### config.mk
export PLATFORM = sky130hd
export DESIGN_NAME = board_mem_arbiter
export DESIGN_NICKNAME = d
export VERILOG_FILES = /design/src/rtl/board_mem_arbiter.sv
export SDC_FILE = /design/constraint.sdc
export NUM_CORES = 1
export LEC_CHECK = 0
export BUFFER_PORTS_ARGS = -buffer_cell sky130_fd_sc_hd__buf_2
export CORE_AREA = 5 5 91 93
export CTS_CLUSTER_DIAMETER = 60
export CTS_CLUSTER_SIZE = 8
export DETAILED_ROUTE_END_ITERATION = 6
export DIE_AREA = 0 0 96 98
export GPL_TIMING_DRIVEN = 0
export PLACE_DENSITY = 0.81
export SLEW_MARGIN = 20
export SYNTH_ARGS = -nofsm -noshare
export SYNTH_HDL_FRONTEND = slang
export SYNTH_SLANG_ARGS = --single-unit
### constraint.sdc
create_clock -name clk_130mhz -period 1.93 [get_ports clk_130mhz]
set_clock_uncertainty 0.05 [all_clocks]
set_input_delay 0.0965 -clock clk_130mhz [delete_from_list [all_inputs] [get_ports clk_130mhz]]
set_output_delay 0.0965 -clock clk_130mhz [all_outputs]
set_load 0.02 [all_outputs]
### src/rtl/board_mem_arbiter.sv
// board_mem_arbiter: schedules the single board BRAM port between the renderer,
// a cursor-toggle read-modify-write and the generation-update engine.
module board_mem_arbiter #(
    parameter int WORD_SIZE     = 32,
    parameter int LOG_WORD_SIZE = 5,
    parameter int LOG_MAX_ADDR  = 12,
    parameter int READ_LATENCY  = 2
) (
    input  logic                     clk_130mhz,
    input  logic                     rst_in,
    input  logic                     render_done_in,
    input  logic [LOG_MAX_ADDR-1:0]  render_addr_in,
    input  logic                     upd_req_in,
    input  logic                     upd_we_in,
    input  logic [LOG_MAX_ADDR-1:0]  upd_addr_in,
    input  logic [WORD_SIZE-1:0]     upd_wdata_in,
    output logic                     upd_gnt_out,
    output logic                     upd_rvalid_out,
    input  logic                     edit_req_in,
    input  logic [LOG_MAX_ADDR-1:0]  edit_addr_in,
    input  logic [LOG_WORD_SIZE-1:0] edit_bit_in,
    output logic                     edit_ack_out,
    output logic [LOG_MAX_ADDR-1:0]  mem_addr_out,
    output logic                     mem_we_out,
    output logic [WORD_SIZE-1:0]     mem_wdata_out,
    input  logic [WORD_SIZE-1:0]     mem_rdata_in,
    output logic [WORD_SIZE-1:0]     mem_rdata_out
);
    typedef enum logic [2:0] {RENDER, EDIT_RD, EDIT_WAIT, EDIT_WR, UPDATE} state_t;

    localparam logic [1:0]           WAIT_LAST = 2'(READ_LATENCY > 1 ? READ_LATENCY - 2 : 0);
    localparam logic [WORD_SIZE-1:0] MSB       = {1'b1, {(WORD_SIZE-1){1'b0}}};

    state_t                   state, state_nxt;
    logic                     pend, renew;
    logic [LOG_MAX_ADDR-1:0]  pend_addr, work_addr;
    logic [LOG_WORD_SIZE-1:0] pend_bit, work_bit;
    logic [1:0]               wait_cnt;
    logic [READ_LATENCY-1:0]  rd_pipe;
    logic                     upd_rd;

    assign upd_gnt_out    = state == UPDATE && render_done_in;
    assign edit_ack_out   = state == EDIT_WR && render_done_in;
    assign upd_rd         = upd_req_in && !upd_we_in && upd_gnt_out;
    assign upd_rvalid_out = rd_pipe[READ_LATENCY-1];
    assign mem_rdata_out  = mem_rdata_in;

    always_ff @(posedge clk_130mhz or posedge rst_in) begin
        if (rst_in) begin
            state <= RENDER;
        end else begin
            state <= state_nxt;
        end
    end

    // Blank ending always wins: any state falls back to RENDER.
    always_comb begin
        state_nxt = RENDER;
        if (render_done_in) begin
            case (state)
                RENDER:    state_nxt = pend ? EDIT_RD : UPDATE;
                EDIT_RD:   state_nxt = READ_LATENCY > 1 ? EDIT_WAIT : EDIT_WR;
                EDIT_WAIT: state_nxt = wait_cnt == WAIT_LAST ? EDIT_WR : EDIT_WAIT;
                default:   state_nxt = UPDATE;
            endcase
        end
    end

    // The RMW works on a snapshot taken at EDIT_RD so that a request arriving
    // mid-edit replaces the slot instead of corrupting the word being written.
    always_ff @(posedge clk_130mhz or posedge rst_in) begin
        if (rst_in) begin
            pend      <= 1'b0;
            renew     <= 1'b0;
            pend_addr <= '0;
            pend_bit  <= '0;
            work_addr <= '0;
            work_bit  <= '0;
            wait_cnt  <= '0;
            rd_pipe   <= '0;
        end else begin
            if (edit_req_in) begin
                pend      <= 1'b1;
                pend_addr <= edit_addr_in;
                pend_bit  <= edit_bit_in;
            end else if (edit_ack_out && !renew) begin
                pend <= 1'b0;
            end
            renew <= state == EDIT_RD ? edit_req_in : renew | edit_req_in;
            if (state == EDIT_RD) begin
                work_addr <= pend_addr;
                work_bit  <= pend_bit;
            end
            wait_cnt <= state == EDIT_WAIT ? wait_cnt + 2'd1 : 2'd0;
            rd_pipe  <= READ_LATENCY'({rd_pipe, upd_rd});
        end
    end

    // EDIT_WR flips the bit in the word arriving on mem_rdata_in this cycle.
    always_comb begin
        mem_addr_out  = render_addr_in;
        mem_we_out    = 1'b0;
        mem_wdata_out = '0;
        if (render_done_in) begin
            case (state)
                EDIT_RD:   mem_addr_out = pend_addr;
                EDIT_WAIT: mem_addr_out = work_addr;
                EDIT_WR: begin
                    mem_addr_out  = work_addr;
                    mem_we_out    = 1'b1;
                    mem_wdata_out = mem_rdata_in ^ (MSB >> work_bit);
                end
                UPDATE: begin
                    mem_addr_out  = upd_addr_in;
                    mem_we_out    = upd_req_in && upd_we_in;
                    mem_wdata_out = upd_wdata_in;
                end
                default: ;
            endcase
        end
    end
endmodule

==> Word level (Yosys, flattened, before mapping) <==
Index checks and enable logic that the tools add are counted.
{ "word_totals": {"ff_bits": 43, "inputBits": 111, "output_inout_bits": 80, "elab_cells": 43} }
{ "op_classes": {"n_addsub": 1, "eq_ne": 4, "shift": 1, "n_mux": 14, "bitwise_logic": 2, "n_reduce_logical": 12} }
{ "ops": {"columns": ["operator", "count"], "rows": [
  ["case mux 32 bit (2 select lines)", 1],
  ["case mux 12 bit (3 select lines)", 1],
  ["2-to-1 mux 32 bit", 1],
  ["right shift 32 x 5 -> 32 bit (first input constant)", 1],
  ["bitwise XOR 32 bit", 1],
  ["2-to-1 mux 12 bit", 1],
  ["case mux 3 bit (3 select lines)", 1],
  ["== test 3 x 2 -> 1 bit (second input constant)", 2],
  ["logical AND 1 bit", 6],
  ["2-to-1 mux 3 bit", 2],
  ["2-to-1 mux 1 bit", 5],
  ["== test 3 x 1 -> 1 bit (second input constant)", 1],
  ["== test 3 bit (second input constant)", 1],
  ["zero test 3 bit", 1],
  ["adder 2 x 1 -> 2 bit (second input constant)", 1],
  ["zero test 1 bit", 2],
  ["zero test 2 bit", 1],
  ["2-to-1 mux 2 bit", 1],
  ["case mux 1 bit (2 select lines)", 1],
  ["nonzero test 2 bit", 1],
  ["OR reduction 2 bit", 1],
  ["OR 1 bit", 1]
]} }

==> Longest topological paths before layout <==
{ "depth": {"depth_word": 5, "depth_mapped": 6, "ltp_nobuf": 4} }

==> Worst setup path before layout <==
No wires, ideal clock.
{ "synth_path": {"path_kind": "reg2out", "startpoint": "register state[0]", "endpoint": "output mem_addr_out[10]", "t_arrival_ps": 1596, "t_required_ps": 1783, "path_slack_ps": 188, "path_stages_with_launch": 6, "n_path_buf": 2, "cell_sequence": "dfrtp_1 > buf_2 > o21ba_2 > o21ai_1 > buf_2 > mux2_2"} }
{ "synth_between": {"elab_chain_len": 4, "elab_cells_between_ends": 7, "classes_between": "4 x eq/ne; 2 x mux; 1 x reduce/logical"} }
{ "synth_rtl": {"columns": ["item", "line_no", "text"], "rows": [
  ["start: declaration", "34", "state_t state, state_nxt;"],
  ["start signal: assignment", "52", "state <= state_nxt;"],
  ["== test 3 x 2 -> 1 bit", "105", "case (state)"],
  ["OR reduction 2 bit (no line)", null, null],
  ["case mux 12 bit (3 select lines) (*)", "105", null],
  ["2-to-1 mux 12 bit (*)", "104", "if (render_done_in) begin"],
  ["end: declaration", "23", "output logic [LOG_MAX_ADDR-1:0] mem_addr_out,"]
]} }
Mark *: on every way between the ends. The rest lies on a longest branch, timed or not.

==> Final worst setup path <==
{ "layout_path": {"startpoint": "register state[2]", "endpoint": "output mem_wdata_out[6]"} }
{ "layout_between": {"elab_chain_len": 3, "elab_cells_between_ends": 4, "classes_between": "2 x eq/ne; 2 x mux"} }
{ "layout_rtl": {"columns": ["item", "line_no", "text"], "rows": [
  ["== test 3 bit or == test 3 x 2 -> 1 bit (tied branches)", "105", null],
  ["case mux 32 bit (2 select lines) (*)", "105", null],
  ["2-to-1 mux 32 bit (*)", "104", null],
  ["end: declaration", "25", "output logic [WORD_SIZE-1:0] mem_wdata_out,"]
]} }
Marks and branches as above.

==> impl_metrics.ini <==
[hold_path]
holdCritPathClass = input pin to flip-flop

[worst_setup_path]
cp.arrival_ps = 1990
worst-path-max-fanout = 10
cp.required_ps = 1780
start_kind = flip-flop
cp-end-kind = output port
path_class = flip-flop to output port

[grt]
first_global_vias = 4024
grtUsageMet2_pct = 46.42
met3_usage_pct = 5.624
grt-ovfl-total = 0
gr-usage-met1_pct = 27.55
grt.busiest_layer = met2
track_usage_pct = 25.68
antenna_found_initial = 0
grt_start_max_net_pins = 31
grt_pass1_wl_mm = 19.34

[clock_network]
clkTransAtPathRegs_ps = 70
cts_max_level = 2
clk_latency_ps = 300
cts_made_buffers = 5
clockRootBuffer = clkbuf_8
clkSinkCount = 43
cts_tree = yes
cts.path.max_buffers = 2

[drt]
routed_wl_mm = 13.75
drc = 0
dr.pass1.iters = 6
ant_nets = 0
dr.first_iter.drc_count = 131
post_drt_wl_per_cell_um = 18.94
via_count = 4171
via_per_inst = 5.745

[yosys]
synth_ff_type = dfrtp_1
avgSynthCellArea_um2 = 8.548
synth_nets = 492
synth-seq-area-share_pct = 33.13
ys_seq_elements = 43
ys_warn_count = 0
ys_types = 34
syn_inst = 380
yosysTopAreaCellShare_pct = 33.13
synth_top_cell_by_area = dfrtp_1
postSynth.asyncResetShare_pct = 100.0
synthTopCellsByCount = 86 x nand2_1, 43 x dfrtp_1, 34 x nand3_1
synth_most_common_cell = nand2_1
synth_area_um2 = 3248
synth-edff-count = 0
synth_area_leaders = dfrtp_1 33%, mux2_2 10%, nand2_1 9.9%, buf_4 7.4%, o211ai_1 7.4%

[floorplan]
num_rows = 32
die_area_um2 = 9408
core_um2 = 7447
dieHeight_um = 98
io_pins = 191
die_w_um = 96
start_util_pct = 43.62

[finish]
fin_util_pct = 76.63
antennaDiodeCount = 0
area_delta_synth_final_pct = 75.69
final_cells = 726
layout-drive-gt1-share_pct = 64.26
layout.nets = 736
design_area_um2 = 5707

[placement]
gp_congestion = 0.8014
detailedPlace.worstSlack_ps = -185.8
place_area_um2 = 4342
hpwl_mm = 8.693
io_buffers = 189
place_inst = 672

[sta]
finalMaxSlewViolations = 0
slew_headroom_pct = 59.93
fmax_ghz = 0.4673
hold_viol_final = 0
grt_setup_unrepaired = true
finalWorstSetupSlack_ps = -210.0
setup_violations = 45
tightest_slew_ps = 601.0
fin_crit_ps = 2140
timing.final.crit_share_pct = 110.9

[outcome]
status = finished with violations
violations = negative setup slack

[flow_run]
cap_viol_max_count = 0

[power]
ir_worst_vdd_mv = 0.8974
leakage_nw = 3.045
cellPowerDensity_nw_per_um2 = 761.1
-- where the power goes --
part           leakage [nW]  switching, mW  internal (mW)
registers             0.514          0.203           1.14
logic                  2.49           1.27           1.18
clock network        0.0440          0.303          0.247
total                  3.04           1.78           2.56
-- stage by stage --
stage,setup TNS [ps],hold WS (ps),total power [mW]
final,-7421,80.22,4.343
after global routing,-9910,84.36,4.598
after CTS,-5763,73.01,4.077
after detailed placement,-3208,22.36,2.985
after global placement,-1975,216.3,2.933
after floorplan,0,112.0,2.394
-- cell type report --
type | count | area (um2)
Tap cell | 102 | 127.6
Buffer | 60 | 484.2
Inverter | 4 | 15.01
Clock buffer | 5 | 68.82
Timing Repair Buffer | 242 | 1762
Fill cell | 499 | 1740
Multi-Input combinational cell | 268 | 2151
Clock inverter | 2 | 13.76
Sequential cell | 43 | 1085
-- metal layers --
| metal | vias up | routed length (um) | share of wire, % |
|---|---|---|---|
| met1 | 1978 | 4706 | 34 |
| met4 | 0 | 656 | 4.8 |
| met5 | - | 0 | 0 |
| met2 | 284 | 7121 | 52 |
| li1 | 1838 | - | - |
| met3 | 71 | 1262 | 9.2 |
-- repair_timing --
action                                 4_1_cts  5_1_grt
setup endpoints to repair                   47       47
endpoints found under the hold margin       31        0
resized for setup                          141      105
cloned                                       4        1
hold buffers                                20        0
pin swaps                                   14       37
setup buffers                               19        8
-- layout by cell type, fill, tap and decap left out, types with 2 or more instances in the layout --
master,n
nand3b_1,3
nand3_2,33
nand2_1,85
or4_1,3
a221o_1,12
buf_4,59
buf_2,146
inv_1,2
and3b_1,12
dfrtp_2,7
o211ai_1,32
buf_8,2
mux2_2,23
buf_12,3
dlygate4sd3_1,20
clkbuf_2,3
dfrtp_1,36
or4_4,29
buf_6,57
nand2b_4,2
clkbuf_4,5
nor4b_1,2
or3b_4,3
clkbuf_8,9
inv_2,2
mux2_4,6
-- cell families after synthesis --
kind of cell | Yosys count | share of synthesized area [%]
AND/OR/NAND/NOR | 186 | 31.32
buffers and inverters | 69 | 12.21
AO/OA/AOI/OAI | 50 | 12.33
flip-flops | 43 | 33.13
multiplexers | 30 | 10.36
XOR/XNOR | 1 | 0.2697
adder cells (fa/ha/maj) | 1 | 0.3851
-- flip-flops by register name, indices dropped and copies added, names as in the netlist --
name       flops
pend           1
wait_cnt       2
pend_addr     12
work_addr     12
rd_pipe        2
renew          1
pend_bit       5
work_bit       5
state          3
-- path summary, 6_finish.rpt --
kind                                      start                       end  slack [ps]  cells after the start
max reg2reg                  state[2]$_DFF_PP0_  work_addr[3]$_DFFE_PP0N_         120                      7
min in group asynchronous                rst_in      rd_pipe[0]$_DFF_PP0_         260                      3
max                          state[2]$_DFF_PP0_          mem_wdata_out[6]        -210                      6
min reg2reg                rd_pipe[0]$_DFF_PP0_      rd_pipe[1]$_DFF_PP0_         310                      0
min                              render_done_in        state[2]$_DFF_PP0_          80                      2
max in group asynchronous                rst_in   work_bit[0]$_DFFE_PP0N_        1110                      4
-- worst max-delay path, stage by stage (launching register included) --
cell      delay (ps)
dfrtp_2          450
nand4b_4         210
buf_12           160
buf_6            130
or4_4            520
nand3_2          100
buf_6            120
Note: power is estimated with default switching activity, not from simulation.
